$ cat config.mk
export PLATFORM = sky130hd
export DESIGN_NAME = if_queue
export DESIGN_NICKNAME = d
export VERILOG_FILES = /design/src/rtl/if_queue.sv
export SDC_FILE = /design/constraint.sdc
export NUM_CORES = 1
export LEC_CHECK = 0
export CAP_MARGIN = 20
export CORE_ASPECT_RATIO = 1.5
export CORE_UTILIZATION = 43
export CTS_CLUSTER_SIZE = 8
export DETAILED_ROUTE_END_ITERATION = 6
export MAX_ROUTING_LAYER = met4
export PLACE_DENSITY = 0.67
export SYNTH_ARGS = -nofsm -noshare
export SYNTH_HDL_FRONTEND = slang
export SYNTH_SLANG_ARGS = --single-unit
export TNS_END_PERCENT = 5
$ cat constraint.sdc
create_clock -name clk -period 2.65 [get_ports clk]
set_input_delay 0.265 -clock clk [delete_from_list [all_inputs] [get_ports clk]]
set_output_delay 0.265 -clock clk [all_outputs]
set_load 0.01 [all_outputs]
$ cat src/rtl/if_queue.sv
// Instruction fetch queue: buffers {pc, instr} pairs between fetch and decode,
// with a single-cycle flush to discard wrong-path words after a taken branch.
module if_queue #(
  parameter int DEPTH = 4,
  parameter int XLEN  = 32
) (
  input  logic                       clk,
  input  logic                       rst_n,
  input  logic                       flush,
  input  logic                       in_valid,
  output logic                       in_ready,
  input  logic [XLEN-1:0]            in_pc,
  input  logic [XLEN-1:0]            in_instr,
  output logic                       out_valid,
  input  logic                       out_ready,
  output logic [XLEN-1:0]            out_pc,
  output logic [XLEN-1:0]            out_instr,
  output logic [$clog2(DEPTH+1)-1:0] count
);

  localparam int PW = $clog2(DEPTH);
  localparam int CW = $clog2(DEPTH+1);

  logic [XLEN-1:0] pc_mem    [DEPTH];
  logic [XLEN-1:0] instr_mem [DEPTH];
  logic [PW-1:0]   wr_ptr;
  logic [PW-1:0]   rd_ptr;
  logic [CW-1:0]   count_q;
  logic            push;
  logic            pop;

  // Handshake flags come from registered occupancy only, so in_ready never
  // depends on out_ready; a flush suppresses both transfers.
  assign in_ready  = (count_q != CW'(DEPTH));
  assign out_valid = (count_q != '0);
  assign push      = in_valid && in_ready && !flush;
  assign pop       = out_valid && out_ready && !flush;

  assign out_pc    = out_valid ? pc_mem[rd_ptr]    : '0;
  assign out_instr = out_valid ? instr_mem[rd_ptr] : '0;
  assign count     = count_q;

  always_ff @(posedge clk) begin
    if (push) begin
      pc_mem[wr_ptr]    <= in_pc;
      instr_mem[wr_ptr] <= in_instr;
    end
  end

  // Full/empty are judged by count, so the pointers simply wrap.
  always_ff @(posedge clk or negedge rst_n) begin
    if (!rst_n) begin
      wr_ptr  <= '0;
      rd_ptr  <= '0;
      count_q <= '0;
    end else if (flush) begin
      wr_ptr  <= '0;
      rd_ptr  <= '0;
      count_q <= '0;
    end else begin
      if (push) wr_ptr <= wr_ptr + PW'(1);
      if (pop)  rd_ptr <= rd_ptr + PW'(1);
      case ({push, pop})
        2'b10:   count_q <= count_q + CW'(1);
        2'b01:   count_q <= count_q - CW'(1);
        default: count_q <= count_q;
      endcase
    end
  end

  a_no_overflow: assert property (@(posedge clk) disable iff (!rst_n)
    (count_q <= CW'(DEPTH)) && !(push && !pop && count_q == CW'(DEPTH)));
  a_no_underflow: assert property (@(posedge clk) disable iff (!rst_n)
    !(pop && !push && count_q == '0));

endmodule
Word-level counts from Yosys, hierarchy flattened

Memories as Yosys holds them, arrays and structs flattened.
Cells that the tools add are included.

Memories kept: 2
Logic and storage cells: 31
Flip-flop bits (word level): 7
Bits in writable memories: 256
Input bits: 69
Output and inout port bits: 69

Memory list:

| memory    | depth | bits a word | rd ports | clocked after memory_dff | wr ports | line | RTL |
|---|---|---|---|---|---|---|---|
| instr_mem | 4     | 32          | 1        | 0                        | 1        | 25   | `logic [XLEN-1:0] instr_mem [DEPTH];` |
| pc_mem    | 4     | 32          | 1        | 0                        | 1        | 24   | `logic [XLEN-1:0] pc_mem [DEPTH];` |

Mux-type cells: 10
Reductions and logical operators: 9
Add/subtract/negate cells: 4
Equal/unequal tests: 3

Operators with widths:

| cell                | count |
|---|---|
| $mux 32             | 2 |
| $mux 2              | 4 |
| $pmux 3 s2          | 1 |
| $reduce_bool 3->1   | 2 |
| $add 2x1->2 const B | 2 |
| $logic_and 1x1->1   | 4 |
| $reduce_bool 2->1   | 2 |
| $add 3x1->3 const B | 1 |
| $mux 3              | 1 |
| $ne 3x3->1 const B  | 1 |
| $sub 3x1->3 const B | 1 |
| $eq 2x1->1 const B  | 1 |
| $eq 2x2->1 const B  | 1 |
| $mux 1              | 2 |
| $logic_not 1->1     | 1 |

Depth between registers and ports, before layout

Depth in word-level cells: 6
Depth in mapped cells: 8
Mapped depth without buffers: 7

Worst setup path before layout

OpenSTA, ideal clock, no wires.

Path kind: flip-flop to flip-flop
From: register count_q[0], in the netlist count[0]
To: memory instr_mem[0][0], enable pin
Arrival: 2.494 ns
Path buffers: 1
Slack: -0.273 ns
Stages on the path, launching flop included: 5
Required time: 2.221 ns
Clock period less this slack: 2.923 ns
Library setup time: 0.429 ns
Path through: dfrtp_1 buf_2 nor3b_1 nor3_1 and2_1

Cells in the longest elaborated chain, start to end: 5

Ends and longest elaborated chain:

| element                        | line | RTL |
|---|---|---|
| start, declared                | 28   | `logic [CW-1:0] count_q;` |
| start signal, assigned         | 64   | `2'b10: count_q <= count_q + CW'(1);` |
| start signal, assigned         | 65   | `2'b01: count_q <= count_q - CW'(1);` |
| start signal, assigned         | 66   | `default: count_q <= count_q;` |
| $ne 3x3->1                     | 34   | `assign in_ready = (count_q != CW'(DEPTH));` |
| $logic_and 1x1->1 (2 in a row) | 36   | `assign push = in_valid && in_ready && !flush;` |
| $mux 1                         | 44   | `if (push) begin` |
| $mux 1 (not written as such)   | 46   | `instr_mem[wr_ptr] <= in_instr;` |
| end, declared                  | 25   |  |

Every way passes these cells.

Worst setup path in the final report

From: register rd_ptr[0]
To: output out_pc[26]

Cells in the longest elaborated chain, start to end: 2

Ends and longest elaborated chain:

| element                | line | RTL |
|---|---|---|
| start, declared        | 27   | `logic [PW-1:0] rd_ptr;` |
| start signal, assigned | 62   | `if (pop) rd_ptr <= rd_ptr + PW'(1);` |
| $mem_v2 4x32           | --   |  |
| $mux 32                | 39   | `assign out_pc = out_valid ? pc_mem[rd_ptr] : '0;` |
| end, declared          | 16   | `output logic [XLEN-1:0] out_pc,` |

Every way passes these cells.

==> results.md <==
- Final period demand of the worst path: 2568 ps
- Effective utilization at floorplan: 0.4418
- Drc violations: 0
- Floorplan Core Area: 23140 sq um
- Estimated wirelength of the detail-placed design: about 13 mm
- Number of nets at the end of the flow: 721
- Library cells used by synthesis: 33
- Clock slew at reported path FFs: ~50 ps
- Cell at the root of the clock tree: clkbuf_16
- Max clock buf depth: 3
- Post-synthesis register bit count: around 260
- Post-route fraction of the period consumed by the critical path: 0.9690
- Layout cells sized above 1: 0.2081
- Worst skew pair latency: between 400 and 500 ps
- Largest vdd supply drop: ~400 uV
- Synthesized-area fraction occupied by xor and xnor cells: 0.002570
- Area of all placed cells without fillers: roughly 13000 sq um
- First-iteration detailed-routing DRC count: 364
- Number of global-route vias before repair: 5624
- Leading post-synthesis cells by instance count: 256 x edfxtp_1, 68 x and2_1, 64 x mux4_2
- Number of I/O pins: about 140
- Worst-case headroom to the max-slew limit: 0.7256
- Wire length of the first global-routing pass: ~32 mm
- Number of buffers inserted during clock tree synthesis: 38
- Max-cap violation count: 0
- Transition time of the tightest slew-check pin: approximately 400 ps
- Largest net degree at the start of global routing: 34
- Most used flip-flop cell after synthesis: edfxtp_1
- Most used standard cell by instance count after synthesis: edfxtp_1
- Die X: about 130 um
- Mean area per synthesized cell: ~22 sq um
- Die height: roughly 190 um
- Final Routed Wirelength: between 20 and 25 mm
- Path type of the worst min-delay path: input pin to asynchronous set/reset pin
- Area of the mapped netlist: 10220 sq um
- CTS tree: built
- Dominant cell type by area after synthesis: edfxtp_1
- Synthesized netlist cell count: between 400 and 500
- Number of warnings issued by yosys: 0
- Post-DR wirelength/cell: approximately 21 um
- Final Skew: roughly 15 ps
- Highest net fanout along the worst path: 18
- Fraction of the mapped netlist area in simple logic gates: 0.05214
- Synthesized netlist net count: 547
- CTS HTree Levels: 2
- Leading post-synthesis cells by cell area: edfxtp_1 75%, mux4_2 14%, and2_1 4.2%, dfrtp_1 1.7%, buf_6 0.55%
- Synthesis-to-finish area growth: 29.96%
- Total track usage: 0.1825
- Proportion of synthesized flip-flops having asynchronous set or reset: 0.02662
- Clock sink count: 263
- Largest family of logic cells by synthesized area: multiplexers
- RSZ-0062 raised after global routing: no
- Pins Over Slew Limit: 0
- Hold violation count in the final report: 0
- Cts hold-fix bufs: 0
- Hold WS: around 65 ps
- Critical Path Start Type: flip-flop
- Power density over the cells: between 800 and 900 nW/um^2
- Final setup violation count: 0
- Number of optimization iterations in the first detailed-route pass: 5
- Via-per-instance ratio: about 5.2
- Highest clock rate: 0.3894 GHz
- Leakage dissipation: between 4 and 5 nW
- Global placer's final weighted congestion: 0.7747
- Required arrival time at the worst endpoint: about 2400 ps
- Arrival time worst endpoint: around 2300 ps
- Count of port buffers added during placement: 137
- Compound-cell area share of the yosys netlist: 0.01101
- Initial antenna violation count: 2
- Sequential fraction of the synthesis area: 0.7691
- Global-route congestion overflow total: 0
- Final core utilization: 0.5741
- Kind of capture point of the worst setup path: primary output
- Area share of fa/ha/maj cells after synthesis: 0.006854
- Total via count in the routed design: 5093
- Run status: finished clean
- Number of placement rows: ~70
- Count of nets left with antenna violations after detail routing: 0
- Category of the critical setup timing path: flip-flop to primary output
- Die ar.: about 24000 sq um
- EDFF count, synth: 256
- Post-synthesis mux area share: 0.1410
- Placed standard-cell area: between 10000 and 15000 sq um
- Area share of the leading cell type in the synthesized netlist: 0.7519
[layer usage]
layer | wire length (um) | track usage | up-vias
li1 | - | - | 2261
met1 | 8020 | 0.2125 | 2652
met2 | 11240 | 0.3167 | 147
met3 | 973 | 0.03367 | 33
met4 | 459 | 0.06290 | 0
met5 | 0 | - | -
[cell type report]
cell class,count,area [sq um]
fill,1826,9856
sequential,263,7873
multi-input combinational,177,2196
timing repair buffer,161,1714
clock buffer,56,1082
tap,315,394.1
inverter,6,22.52
antenna,2,5.005
[what timing repair did]
item / in CTS / in global routing
setup buffers: 2 / 0
resized for setup: 70 / 0
setup endpoints to repair: 64 / 0
[placed cells by master, fill, tap and decap left out, drive strengths merged]
| cell type | n |
|---|---|
| nand3 | 3 |
| nor3b | 1 |
| dfrtp | 7 |
| fa | 1 |
| a2111oi | 2 |
| dlygate4sd2 | 64 |
| nand3b | 2 |
| clkdlybuf4s50 | 73 |
| o31ai | 1 |
| a21oi | 5 |
| a211o | 1 |
| o22ai | 1 |
| a221oi | 1 |
| a31oi | 1 |
| mux4 | 64 |
| clkbuf | 56 |
| ha | 4 |
| nor2b | 1 |
| buf | 24 |
| a311oi | 1 |
| nand2 | 1 |
| nor2 | 5 |
| o311ai | 1 |
| edfxtp | 256 |
| nor3 | 2 |
| diode | 2 |
| xnor2 | 1 |
| nand2b | 4 |
| xor2 | 2 |
| or3 | 1 |
| and2 | 68 |
| inv | 6 |
| o21ai | 3 |
[where the power goes]
group          total, W  switching [W]  internal (W)
Sequential      0.00479      0.0000658       0.00472
Clock           0.00433        0.00156       0.00277
Combinational   0.00159       0.000734      0.000855
[kinds of logic after synthesis]
group | after synthesis
simple gates | 88
xor+xnor | 3
compound gates | 17
mux | 64
fa+ha+maj | 5
buf+inv | 33
flops | 263
[path summary, 6_finish.rpt]
| path | from | to | slack [ps] | cells after the start |
|---|---|---|---|---|
| max | rd_ptr[0] | out_pc[26] | 80 | 5 |
| max reg2reg | count[2] | count[1] | 460 | 5 |
| min in group clk | in_pc[25] | pc_mem[0][25] | 410 | 1 |
| max in group asynchronous | rst_n | rd_ptr[0] | 2270 | 1 |
| min | rst_n | wr_ptr[1] | 70 | 1 |
| min reg2reg | wr_ptr[1] | wr_ptr[1] | 600 | 2 |
[critical path: stages, from the launching register on]
cell           delay, ps
dfrtp_4              510
buf_12               130
buf_16               180
mux4_2               520
and2_1               180
dlygate4sd2_1        280
[stage by stage]
step                      setup WS [ps]  setup TNS, ps  std cells  power [W]
final                             82.17              0        980    0.01070
after global routing              1.971              0        980    0.01111
after CTS                         84.62              0        978    0.01083
after detailed placement          392.7              0        918   0.006552
after global placement            408.0              0        918   0.006520
after floorplan                  -272.7         -52350        473   0.005710
[state kept, by name, summed over array words and instances, names as in the netlist]
register and cells:
instr_mem 128, pc_mem 128, count 3, rd_ptr 2, wr_ptr 2
No activity file was read; power rests on OpenSTA's default activity.
